<file path="src/rtl/mult_error_monitor.sv">
// Streaming error-statistics collector behind the approximate FP32 multiplier; optional histogram under MULT_ERR_HIST_EN.
// Latency: an accepted sample is visible in the statistics 2 cycles later; the report follows a drain of at most 2 cycles.
// Backpressure: in_ready is low outside RUN and once WINDOW samples are taken; the report is held until rpt_ready.
module mult_error_monitor #(
    parameter int WINDOW = 1024,
    parameter int ACC_W  = 48,   // must be at least 31 so one diff fits the accumulator
    parameter int CNT_W  = 16
) (
    input  logic               clk,
    input  logic               rst_n,
    input  logic               start,
    input  logic               flush,
    input  logic               in_valid,
    output logic               in_ready,
    input  logic [31:0]        res_exact,
    input  logic [31:0]        res_approx,
    input  logic               exc,
    output logic               busy,
    output logic               rpt_valid,
    input  logic               rpt_ready,
    output logic [ACC_W-1:0]   rpt_sum,
    output logic [30:0]        rpt_max,
    output logic [CNT_W-1:0]   rpt_nz,
    output logic [CNT_W-1:0]   rpt_samples,
    output logic [CNT_W-1:0]   rpt_skip,
`ifdef MULT_ERR_HIST_EN
    output logic [8*CNT_W-1:0] rpt_hist,
`endif
    output logic               sign_err
);

    typedef enum logic [1:0] {S_IDLE, S_RUN, S_DRAIN, S_REPORT} state_t;

    localparam logic [CNT_W-1:0] LP_WIN     = CNT_W'(WINDOW);
    localparam logic [CNT_W-1:0] LP_WIN_M1  = CNT_W'(WINDOW - 1);
    localparam logic [CNT_W-1:0] LP_ONE     = CNT_W'(1);
    localparam logic [CNT_W-1:0] LP_CNT_MAX = '1;
    localparam logic [ACC_W-1:0] LP_ACC_MAX = '1;

    state_t             r_state;
    state_t             w_next;
    logic [CNT_W-1:0]   r_accepted;

    logic               w_start;
    logic               w_flush;
    logic               w_accept;
    logic               w_last;
    logic [30:0]        w_diff;
    logic [ACC_W:0]     w_sum_ext;

    logic               r_s1_vld;
    logic               r_s1_exc;
    logic               r_s1_sgn;
    logic [30:0]        r_s1_diff;

    logic [ACC_W-1:0]   r_sum;
    logic [30:0]        r_max;
    logic [CNT_W-1:0]   r_nz;
    logic [CNT_W-1:0]   r_samples;
    logic [CNT_W-1:0]   r_skip;
    logic               r_sign_err;

    // start only counts in IDLE, flush only in RUN; flush wins over a same-cycle accept
    assign w_start  = (r_state == S_IDLE) && start;
    assign w_flush  = (r_state == S_RUN) && flush;
    assign w_accept = in_valid && in_ready && !w_flush;
    assign w_last   = w_accept && (r_accepted == LP_WIN_M1);

    // Magnitude distance in ULP-ordered space, sign bits excluded
    assign w_diff    = (res_exact[30:0] >= res_approx[30:0]) ? (res_exact[30:0] - res_approx[30:0])
                                                             : (res_approx[30:0] - res_exact[30:0]);
    assign w_sum_ext = {1'b0, r_sum} + {{(ACC_W + 1 - 31){1'b0}}, r_s1_diff};

    // State register
    always_ff @(posedge clk or negedge rst_n) begin
        if (!rst_n) r_state <= S_IDLE;
        else        r_state <= w_next;
    end

    // Next-state logic; DRAIN waits for the stage-1 register to empty into the statistics
    always_comb begin
        w_next = r_state;
        case (r_state)
            S_IDLE:   if (start) w_next = S_RUN;
            S_RUN:    if (w_flush || w_last) w_next = S_DRAIN;
            S_DRAIN:  if (!r_s1_vld) w_next = S_REPORT;
            S_REPORT: if (rpt_ready) w_next = S_IDLE;
            default:  w_next = S_IDLE;
        endcase
    end

    // Output decode from state
    always_comb begin
        in_ready  = 1'b0;
        busy      = 1'b0;
        rpt_valid = 1'b0;
        case (r_state)
            S_RUN:    begin busy = 1'b1; in_ready = (r_accepted < LP_WIN); end
            S_DRAIN:  busy = 1'b1;
            S_REPORT: begin busy = 1'b1; rpt_valid = 1'b1; end
            default:  ;
        endcase
    end

    // Accepted-sample count for the current window
    always_ff @(posedge clk or negedge rst_n) begin
        if (!rst_n)        r_accepted <= '0;
        else if (w_start)  r_accepted <= '0;
        else if (w_accept) r_accepted <= r_accepted + LP_ONE;
    end

    // Stage 1: register diff, exception and sign mismatch of the accepted sample
    always_ff @(posedge clk or negedge rst_n) begin
        if (!rst_n) begin
            r_s1_vld  <= 1'b0;
            r_s1_exc  <= 1'b0;
            r_s1_sgn  <= 1'b0;
            r_s1_diff <= '0;
        end else begin
            r_s1_vld <= w_accept;
            if (w_accept) begin
                r_s1_exc  <= exc;
                r_s1_sgn  <= res_exact[31] ^ res_approx[31];
                r_s1_diff <= w_diff;
            end
        end
    end

    // Stage 2: fold the registered sample into saturating statistics; exception samples only bump skip
    always_ff @(posedge clk or negedge rst_n) begin
        if (!rst_n) begin
            r_sum      <= '0;
            r_max      <= '0;
            r_nz       <= '0;
            r_samples  <= '0;
            r_skip     <= '0;
            r_sign_err <= 1'b0;
        end else if (w_start) begin
            r_sum      <= '0;
            r_max      <= '0;
            r_nz       <= '0;
            r_samples  <= '0;
            r_skip     <= '0;
            r_sign_err <= 1'b0;
        end else if (r_s1_vld) begin
            if (r_s1_exc) begin
                if (r_skip != LP_CNT_MAX) r_skip <= r_skip + LP_ONE;
            end else begin
                r_sum <= w_sum_ext[ACC_W] ? LP_ACC_MAX : w_sum_ext[ACC_W-1:0];
                if (r_s1_diff > r_max) r_max <= r_s1_diff;
                if ((r_s1_diff != '0) && (r_nz != LP_CNT_MAX)) r_nz <= r_nz + LP_ONE;
                if (r_samples != LP_CNT_MAX) r_samples <= r_samples + LP_ONE;
                if (r_s1_sgn) r_sign_err <= 1'b1;
            end
        end
    end

`ifdef MULT_ERR_HIST_EN
    logic [7:0][CNT_W-1:0] r_hist;
    logic [2:0]            w_bin;

    // Bin select: 0 for zero, k for [2^(k-1), 2^k) up to 63, 7 for 64 and above
    always_comb begin
        w_bin = 3'd7;
        if      (r_s1_diff == '0) w_bin = 3'd0;
        else if (r_s1_diff < 31'd2)  w_bin = 3'd1;
        else if (r_s1_diff < 31'd4)  w_bin = 3'd2;
        else if (r_s1_diff < 31'd8)  w_bin = 3'd3;
        else if (r_s1_diff < 31'd16) w_bin = 3'd4;
        else if (r_s1_diff < 31'd32) w_bin = 3'd5;
        else if (r_s1_diff < 31'd64) w_bin = 3'd6;
    end

    // Histogram bins, saturating, non-skipped samples only
    always_ff @(posedge clk or negedge rst_n) begin
        if (!rst_n) begin
            r_hist <= '0;
        end else if (w_start) begin
            r_hist <= '0;
        end else if (r_s1_vld && !r_s1_exc && (r_hist[w_bin] != LP_CNT_MAX)) begin
            r_hist[w_bin] <= r_hist[w_bin] + LP_ONE;
        end
    end

    assign rpt_hist = r_hist;
`endif

    assign rpt_sum     = r_sum;
    assign rpt_max     = r_max;
    assign rpt_nz      = r_nz;
    assign rpt_samples = r_samples;
    assign rpt_skip    = r_skip;
    assign sign_err    = r_sign_err;

endmodule

</file>
<file path="config.mk">
export PLATFORM = sky130hd
export DESIGN_NAME = mult_error_monitor
export DESIGN_NICKNAME = d
export VERILOG_FILES = /design/src/rtl/mult_error_monitor.sv
export SDC_FILE = /design/constraint.sdc
export NUM_CORES = 1
export LEC_CHECK = 0
export BUFFER_PORTS_ARGS = -buffer_cell sky130_fd_sc_hd__clkbuf_2
export CAP_MARGIN = 20
export CORE_UTILIZATION = 45
export DETAILED_ROUTE_END_ITERATION = 16
export GPL_TIMING_DRIVEN = 0
export PLACE_DENSITY = 0.65
export SLEW_MARGIN = 10
export SYNTH_ARGS = -nofsm -noshare
export SYNTH_HDL_FRONTEND = slang
export SYNTH_SLANG_ARGS = --single-unit
</file>
<file path="constraint.sdc">
create_clock -name clk -period 3.28 [get_ports clk]
set_input_delay 0 -clock clk [delete_from_list [all_inputs] [get_ports clk]]
set_output_delay 0 -clock clk [all_outputs]
set_load 0.01 [all_outputs]
</file>
==> results of run 1 <==
## through the flow
step	setup slack, ns	setup TNS, ns
4_1_cts	0.0312	0
3_3_place_gp	-1.21	-220.02
3_5_place_dp	-0.446	-8.68
6_report	0.0812	0
2_1_floorplan	0.249	0
5_1_grt	-0.0197	-0.0600
## cell usage after synthesis, types with 21 or more instances
cell      instances
nand4_1          47
nor2_1          156
nand3_1          48
o21ai_0         133
buf_2            24
a31oi_1          25
nor3_1           24
xnor2_1          52
ha_1            132
and3_1           21
xor2_1           52
a21o_1           59
a21oi_1         131
or3_1            21
nand2_1         126
mux2i_1          46
dfrtp_1         180
inv_1           119
clkbuf_1         42
## sequential cells by signal, summed over array words and instances, names as in the netlist
signal	cells
rpt_samples	16
r_s1_diff	31
sign_err	1
r_s1_exc	1
rpt_nz	16
r_s1_vld	1
r_accepted	16
rpt_skip	16
rpt_max	31
r_s1_sgn	1
rpt_sum	48
r_state	2
## worst min-delay path, delay by kind of cell
| family | cells | cell delay, ns |
|---|---|---|
| AOI/OAI and AO/OA | 4 | 0.38 |
| buffers and inverters | 1 | 0.09 |
## how the worst max path moves through the flow
stage / start / end / slack (ns) / cells after the start
2_1_floorplan: rpt_sum[0]$_DFFE_PN0P_ / rpt_sum[41]$_DFFE_PN0P_ / 0.25 / 12
3_3_place_gp: rst_n / rpt_skip[4]$_DFFE_PN0P_ / -1.21 / 1
3_5_place_dp: r_s1_diff[0]$_DFFE_PN0P_ / rpt_sum[30]$_DFFE_PN0P_ / -0.45 / 11
4_1_cts: r_s1_diff[0]$_DFFE_PN0P_ / rpt_sum[28]$_DFFE_PN0P_ / 0.03 / 12
5_1_grt: r_s1_diff[12]$_DFFE_PN0P_ / rpt_sum[11]$_DFFE_PN0P_ / -0.02 / 14
6_report: r_s1_diff[0]$_DFFE_PN0P_ / rpt_sum[38]$_DFFE_PN0P_ / 0.08 / 11
## timing repair
action | 4_1_cts | 5_1_grt
pin swaps | 3 | 10
gates resized for setup | 7 | 18
hold buffers | 7 | 0
buffers inserted | 5 | 3
endpoints found under the hold margin | 102 | 0
setup endpoints to repair | 37 | 35
## routing by layer
| metal | share of wire [%] | routed length, µm |
|---|---|---|
| met5 | 0 | 0 |
| met4 | 1.7 | 705 |
| met3 | 5.0 | 2050 |
| met2 | 48 | 19700 |
| met1 | 45 | 18500 |
## report_power, final
group / internal (mW) / switching, mW / total, mW
logic: 2.30 / 3.31 / 5.62
registers: 2.80 / 0.799 / 3.60
clock network: 1.10 / 1.01 / 2.11
total: 6.20 / 5.13 / 11.3
## cell type report
| type | instances | area [µm²] | share of cell area, % |
|---|---|---|---|
| buffer | 83 | 449 | 2.73 |
| inverter | 119 | 447 | 2.72 |
| clock buffer | 18 | 429 | 2.61 |
| sequential | 180 | 4510 | 27.4 |
| tap | 396 | 495 | 3.01 |
| timing repair buffer | 217 | 1200 | 7.28 |
| clock inverter | 14 | 181 | 1.10 |
| multi-input combinational | 1284 | 8740 | 53.1 |
## cell families after synthesis
group / after synthesis / synth area share, %
muxes: 50 / 3.59
xor gates and xnor gates: 104 / 6.48
buffers and inverters: 203 / 6.30
and+or+nand+nor: 528 / 18.5
AOI/OAI and AO/OA: 467 / 20.9
adders and majority gates: 135 / 12.2
DFF: 180 / 32.0
==> out/results.ini, run 1 <==
[worst_setup_path]
startpoint_type=flip-flop
crit_top_cell=a211o_1
critical-path-top-delay-family=compound AO/OA/AOI/OAI gates
r2r_slack_ns=0.08
critPathMaxFanout=4
cp.arrival_ns=3.53
path_cells=ha_2 -> fa_2 -> a211o_1 -> a211oi_2 -> a211o_1 -> a211oi_2 -> o21ai_0 -> a21oi_1 -> o21ai_1 -> nor4_1 -> a211o_1
slowest_delay_ns=0.44
cp_num_buf_inv=0
cpMaxStageDelayCell=dfrtp_2
worst-r2r-cell-count=11
worstSetupPathType=flip-flop to flip-flop
cp-end-kind=flip-flop
r2r-end=rpt_sum[38]$_DFFE_PN0P_
regToRegStartpoint=r_s1_diff[0]$_DFFE_PN0P_
cp.required_ns=3.61

[synthesis]
synth.area.top_cells=dfrtp_1, ha_1, o21ai_0, a21oi_1, nor2_1
synth.cell_area_um2=14100
synth_cell_types=84
async_flop_share_pct=100
synth_top_area_cell=dfrtp_1
netlist_instances=1667
synth_nets=1873
synth.avg_cell_area_um2=8.44
synth-edff-count=0
synthesis.yosys.warnings=0
synth_seq_cells=180
synth_top_area_share_pct=32.0
yosysSeqAreaShare_pct=32.0
ys.flop_type=dfrtp_1

[global_routing]
use_met1_pct=34.8
overflow=0
grt_max_degree=99
antenna_found_initial=0
gr-usage-met2_pct=43.1
grt_pass1_wl_um=65100
grt_busiest_layer=met2
use_met3_pct=3.67
track_usage_pct=25.9
first_global_vias=12200

[clock_tree]
cts_buffers=17
htreeDepth=4
root_buffer=clkbuf_16
cts_buffer_depth=2
clkSinkCount=180
clk_latency_ns=0.45
path_clk_slew_ns=0.08
cts_tree=yes

[die]
core_area_um2=30700
die_x_um=179
initial_core_util_pct=45.9
pin_count=202
num_rows=64
dieArea_um2=32000
die_h_um=179

[timing]
clock.fmax_mhz=313
slew_headroom_pct=41.9
final-setup-viol-count=0
period_minus_slack_ns=3.20
drv_slew=0
finalHoldViolations=0
worst_clock_skew_ns=0.0124
max_slew.worst_pin.slew_ns=0.871
period_share_pct=97.5
hold_slack_ns=0.0661

[place]
gp_congestion=0.961
dpl_cell_area_um2=15600
dp.cells=2265
io_buffers=201
hpwl_um=32400

[detailed_routing]
wl_per_cell_um=17.7
drc=0
drtIter0Drc=840
firstDrtPassIters=5
antenna_left=0
via_per_inst=5.64
num_vias=13000
drt_wl_total_um=40900

[finish]
utilization_pct=53.6
final_cells=2311
final_layout_size_suffix_gt1_share_pct=17.4
antennaDiodeCount=0
nNetsFinal=2108
final_cell_mix=clkbuf_2, dfrtp_1, nor2_1
fin_area_um2=16400
area_growth_pct=16.9
final_common_cell=clkbuf_2
fillCellCount=2906

[power]
p_per_area_nw_per_um2=689
ir_worst_vdd_mv=0.356
power_mw=11.3
power.leakage_nw=8.11

[hold_path]
hold_start=rpt_ready
holdPathStages=5
min_to=r_state[0]$_DFFE_PN0P_
hold_path.class=input port to flip-flop

[flow_run]
drv_cap=0

[outcome]
status=finished, final reports clean

Power figures use the tool's default switching activity.
==> run 2: changes to the inputs <==
- clock period: 3.28 -> 3.75 ns (I/O delays scaled with it)
==> run 2 against run 1 <==
Net effect: sequential power shrank 12%; clock power shrank 12%; design area shrank 0.94%; critical path type unchanged; critical endpoint is now rpt_sum[41]$_DFFE_PN0P_.
==> out/results.ini, run 2 (synthesized netlist as in run 1, its figures left out) <==
[flow_run]
drv_cap=0  ; unchanged

[clock_tree]
htreeDepth=4  ; unchanged
clk_latency_ns=0.45  ; about the same
root_buffer=clkbuf_16
cts_buffers=17  ; unchanged
cts_tree=yes
path_clk_slew_ns=0.08  ; about the same
clkSinkCount=180  ; unchanged
cts_buffer_depth=2  ; unchanged

[finish]
fin_area_um2=16300  ; -0.94%
fillCellCount=2925  ; +0.65%
final_common_cell=clkbuf_2
final_cell_mix=clkbuf_2, dfrtp_1, nor2_1
final_cells=2305  ; -0.26%
nNetsFinal=2102  ; -0.28%
largest_reg_flops=48  ; unchanged
antennaDiodeCount=0  ; unchanged
area_growth_pct=15.8
final_layout_size_suffix_gt1_share_pct=16.4  ; -0.99 points
utilization_pct=53.1  ; -0.51 points
regArea_um2=4500  ; -0.14%
multi_input_area_um2=8680  ; -0.70%

[outcome]
status=finished, final reports clean

[worst_setup_path]
cp.arrival_ns=3.90  ; +0.37 ns
cp.required_ns=4.07  ; +0.46 ns
cp-end-kind=flip-flop
startpoint_type=flip-flop
critPathMaxFanout=7  ; +3
worstSetupPathType=flip-flop to flip-flop

[global_routing]
track_usage_pct=25.8  ; -0.078 points
use_met1_pct=34.8  ; about the same
grt_max_degree=99  ; unchanged
gr-usage-met2_pct=43.1  ; about the same
grt_busiest_layer=met2
grt_pass1_wl_um=64900  ; -0.32%
first_global_vias=12100  ; -0.26%
use_met3_pct=3.54  ; -0.13 points
antenna_found_initial=0  ; unchanged
overflow=0  ; unchanged

[timing]
finalHoldViolations=0  ; unchanged
hold_slack_ns=0.0654  ; -0.000662 ns
slew_headroom_pct=42.1  ; +0.14 points
period_minus_slack_ns=3.58  ; +0.382 ns
fin_setup_tns_ns=0  ; unchanged
timing.final.ws_setup_ns=0.169  ; +0.0876 ns
period_share_pct=95.5  ; -2.0 points
max_slew.worst_pin.slew_ns=0.869  ; -0.00209 ns
drv_slew=0  ; unchanged
final-setup-viol-count=0  ; unchanged
rsz0062_at_grt=no
clock.fmax_mhz=279  ; -11%
worst_clock_skew_ns=0.0121  ; -0.000308 ns

[place]
gp_congestion=0.961  ; unchanged
pre_cts_ws_ns=0.0241  ; +0.470 ns
dp.cells=2265  ; unchanged
hpwl_um=32400  ; unchanged
dpl_cell_area_um2=15600  ; unchanged
io_buffers=201  ; unchanged

[detailed_routing]
antenna_left=0  ; unchanged
via_per_inst=5.63  ; -0.19%
num_vias=13000  ; -0.45%
drtIter0Drc=868  ; +3.3%
firstDrtPassIters=5  ; unchanged
wl_per_cell_um=17.6  ; -0.36%
drt_wl_total_um=40600  ; -0.62%
drc=0  ; unchanged

[die]
initial_core_util_pct=45.9  ; unchanged
die_h_um=179  ; unchanged
die_x_um=179  ; unchanged
core_area_um2=30700  ; unchanged
dieArea_um2=32000  ; unchanged
pin_count=202  ; unchanged
num_rows=64  ; unchanged

[power]
ir_worst_vdd_mv=0.314  ; -12%
power_mw=9.83  ; -13%
p_per_area_nw_per_um2=603  ; -12%
power.leakage_nw=8.06  ; -0.57%

[hold_path]
hold_path.class=input port to flip-flop

run 2: cell count changes in the layout (fill, tap and decap cells not counted), sizes merged:
cell	delta
clkbuf	-1
buf	-5
run 2: routing by layer:
metal / vias up / wire, µm / share of wire [%]
li1: 6390 / - / -
met1: 6144 / 18400 / 45
met2: 397 / 19400 / 48
met3: 47 / 2080 / 5.1
met4: 0 / 748 / 1.8
met5: - / 0 / 0
run 2: final timing paths:
path	end	cells past startpoint	start	slack [ns]
max	rpt_sum[41]$_DFFE_PN0P_	13	r_s1_diff[0]$_DFFE_PN0P_	0.17
min	r_state[0]$_DFFE_PN0P_	5	rpt_ready	0.07
max reg2reg	rpt_sum[41]$_DFFE_PN0P_	13	r_s1_diff[0]$_DFFE_PN0P_	0.17
min reg2reg	r_accepted[11]$_DFFE_PN0P_	1	r_accepted[11]$_DFFE_PN0P_	0.49
max in group asynchronous	rpt_skip[10]$_DFFE_PN0P_	3	rst_n	2.66
min in group asynchronous	rpt_max[3]$_DFFE_PN0P_	2	rst_n	0.22
run 2: critical path, stage by stage (launching register included):
cell      delay (ns)
dfrtp_1         0.47
ha_1            0.25
fa_1            0.43
a211o_1         0.35
a211oi_2        0.29
a211o_1         0.23
a211oi_2        0.10
o211ai_1        0.20
buf_4           0.16
o21ai_1         0.13
nand2b_1        0.10
buf_2           0.24
nor3_1          0.12
or3_1           0.40
run 2: where the power goes:
part | total (mW) | switching (mW) | internal [mW]
Sequential | 3.15 | 0.702 | 2.44
Clock | 1.85 | 0.887 | 0.962
Combinational | 4.83 | 2.86 | 1.97
Total | 9.83 | 4.45 | 5.38
run 2: repair_timing:
action                                  CTS  global route
hold endpoints to repair                102             0
hold buffers                              7             0
gates resized for setup                   0             1
setup buffers                             0             1
endpoints found under the setup margin    0            14
run 2: area by class of cell:
cell class,instances,share of cell area [%]
well taps,396,3.04
flip-flops and latches,180,27.6
inverters,119,2.74
repair buffers,210,6.87
plain buffers,84,2.70
clock buffers,18,2.63
multi-input cells,1284,53.3
clock inverters,14,1.11
==> run 3: changes to the inputs <==
- RECOVER_POWER: unset -> 100
==> run 3 against run 2 <==
Net effect: the flow now finishes with violations (max-capacitance violations, max-slew violations); final cell count unchanged; routed wire length up 0.64%; maximum frequency up 0.13%; clock skew about the same; flip-flop and latch count unchanged; combinational power down 2%; first-iteration DRC count down 1.6%; sequential power about the same; clock-buffer cell count unchanged; power down 0.88%.
==> out/results.ini, run 3 (synthesized netlist as in run 1, its figures left out) <==
[outcome]
status=finished with violations
violations=max-capacitance violations, max-slew violations

[worst_setup_path]
cp.required_ns=4.07  ; about the same
regToRegStartpoint=r_s1_diff[0]$_DFFE_PN0P_
cp-end-kind=flip-flop
startpoint_type=flip-flop
cp.arrival_ns=3.90  ; about the same
cp-endpoint=rpt_sum[41]$_DFFE_PN0P_
path_cells=ha_1 -> fa_1 -> a211o_1 -> a211oi_2 -> a211o_1 -> a211oi_2 -> o211ai_1 -> buf_4 -> o21ai_1 -> nand2b_1 -> buf_2 -> nor3_1 -> or3_1
critPathMaxFanout=7  ; unchanged
startpoint=r_s1_diff[0]$_DFFE_PN0P_
r2r-end=rpt_sum[41]$_DFFE_PN0P_
cp_num_buf_inv=2  ; unchanged
worst-r2r-cell-count=13  ; unchanged
cpMaxStageDelayCell=dfrtp_1
critical-path-top-delay-family=compound AO/OA/AOI/OAI gates
slowest_delay_ns=0.47  ; about the same
worstSetupPathType=flip-flop to flip-flop
r2r_slack_ns=0.17  ; about the same
path_depth=13  ; unchanged

[detailed_routing]
drtIter0Drc=854  ; -1.6%
drc=0  ; unchanged
num_vias=13000  ; +0.32%
via_per_inst=5.65  ; +0.32%
antenna_left=0  ; unchanged
drt_wl_total_um=40900  ; +0.64%
firstDrtPassIters=6  ; +1
wl_per_cell_um=17.7  ; +0.64%

[power]
power.leakage_nw=7.58  ; -5.9%
cellInternalPower_mw=5.28  ; -1.8%
p_per_area_nw_per_um2=606  ; +0.53%
seqPwrFrac_pct=32.3  ; +0.3 points
swShare_pct=45.7  ; +0.49 points
clock_power_share_pct=19.0  ; +0.2 points
pwr-share-comb_pct=48.7  ; -0.5 points
ir_worst_vdd_mv=0.314  ; +0.16%
p_sw_mw=4.46  ; +0.19%

[clock_tree]
cts_buffers=17  ; unchanged
path_clk_slew_ns=0.07  ; about the same
cts_buffer_depth=2  ; unchanged
htreeDepth=4  ; unchanged
root_buffer=clkbuf_16
clk_latency_ns=0.45  ; about the same
clkSinkCount=180  ; unchanged
cts_tree=yes

[place]
dp.cells=2265  ; unchanged
io_buffers=201  ; unchanged
gp_congestion=0.961  ; unchanged
hpwl_um=32400  ; unchanged
pre_cts_ws_ns=0.0241  ; unchanged

[timing]
period_minus_slack_ns=3.58  ; -0.00461 ns
fin_setup_tns_ns=0  ; unchanged
drv_slew=98  ; +98
period_share_pct=95.4  ; -0.12 points
timing.final.ws_setup_ns=0.173  ; +0.00461 ns
max_slew.worst_pin.slew_ns=2.50  ; +1.63 ns
finalHoldViolations=0  ; unchanged
worst_clock_skew_ns=0.0123  ; +0.000154 ns
slew_headroom_pct=-66.9  ; -110 points
final-setup-viol-count=0  ; unchanged
clock.fmax_mhz=280  ; +0.13%
rsz0062_at_grt=no

[finish]
utilization_pct=52.4  ; -0.74 points
multi_input_area_um2=8650  ; -0.30%
area_growth_pct=14.2
largest_reg_flops=48  ; unchanged
final_cells=2305  ; unchanged
nNetsFinal=2102  ; unchanged
fillCellCount=3011  ; +2.9%
regArea_um2=4500  ; unchanged
final_cell_mix=clkbuf_1, dfrtp_1, nor2_1
antennaDiodeCount=0  ; unchanged
final_layout_size_suffix_gt1_share_pct=8.96  ; -7.5 points

[die]
die_h_um=179  ; unchanged
pin_count=202  ; unchanged
core_area_um2=30700  ; unchanged
die_x_um=179  ; unchanged
dieArea_um2=32000  ; unchanged
initial_core_util_pct=45.9  ; unchanged
num_rows=64  ; unchanged

[hold_path]
hold_path.class=input port to flip-flop

[flow_run]
drv_cap=1  ; +1

[global_routing]
antenna_found_initial=0  ; unchanged
grt_pass1_wl_um=64900  ; unchanged
overflow=0  ; unchanged
track_usage_pct=25.8  ; unchanged
first_global_vias=12100  ; unchanged
grt_max_degree=99  ; unchanged

==> run 3: cell count changes in the layout (fill, tap and decap cells not counted), sizes merged <==
| cell | before | now |
|---|---|---|
| clkbuf | 261 | 270 |
| buf | 44 | 35 |
==> run 3: layout make-up <==
| type | count | share of cell area [%] |
|---|---|---|
| Timing Repair Buffer | 210 | 5.89 |
| Inverter | 119 | 2.78 |
| Buffer | 84 | 2.56 |
| Multi-Input combinational cell | 1284 | 53.8 |
| Clock buffer | 18 | 2.67 |
| Sequential cell | 180 | 28.0 |
| Tap cell | 396 | 3.08 |
| Clock inverter | 14 | 1.13 |
==> run 3: worst min path at each step <==
| stage | to | start | depth (start not counted) | slack (ns) |
|---|---|---|---|---|
| floorplan | r_accepted[0]$_DFFE_PN0P_ | rst_n | 0 | -0.30 |
| global placement | r_s1_exc$_DFFE_PN0P_ | exc | 3 | 0.20 |
| detailed placement | rpt_sum[7]$_DFFE_PN0P_ | rst_n | 1 | 0.16 |
| CTS | r_state[0]$_DFFE_PN0P_ | rpt_ready | 5 | 0.05 |
| global route | r_state[0]$_DFFE_PN0P_ | rpt_ready | 5 | 0.12 |
| finish | r_state[0]$_DFFE_PN0P_ | rpt_ready | 5 | 0.07 |
==> run 3: per-layer routing <==
layer	global-route usage (%)	up-vias	part of all wire, %
met2	43.1	361	47
met3	3.54	50	4.9
li1	-	6383	-
met4	6.71	0	1.8
met1	34.8	6225	46
met5	0	-	0
==> run 3: repair_timing <==
action                                  in CTS  in global routing
setup buffers                                0                  1
hold buffers                                 7                  0
endpoints found under the hold margin      102                  0
resized for setup                            0                  1
endpoints found under the setup margin       0                 14
==> run 3: power groups by stage <==
stage / Clock [mW] / Sequential (mW) / Combinational (mW)
finish: 1.85 / 3.15 / 4.74
global route: 1.94 / 3.22 / 5.33
CTS: 1.89 / 3.14 / 4.81
detailed placement: 0 / 3.17 / 4.78
global placement: 0 / 3.15 / 4.66
floorplan: 0 / 3.04 / 3.29
==> run 3: worst reg2reg max path, cell delays in order, from the launching register on <==
cell and delay [ns]:
dfrtp_1 0.47, ha_1 0.25, fa_1 0.43, a211o_1 0.35, a211oi_2 0.29, a211o_1 0.23
a211oi_2 0.11, o211ai_1 0.19, buf_4 0.16, o21ai_1 0.13, nand2b_1 0.10, buf_2 0.24
nor3_1 0.12, or3_1 0.40
==> run 3: per-stage QoR <==
stage                     area [µm²]  hold WS, ns  power (mW)
after detailed placement       15600        0.156        7.95
after global routing           16100        0.119        10.5
final                          16100       0.0651        9.74
after global placement         15600        0.196        7.81
after CTS                      16300       0.0550        9.83
after floorplan                14100       -0.296        6.33
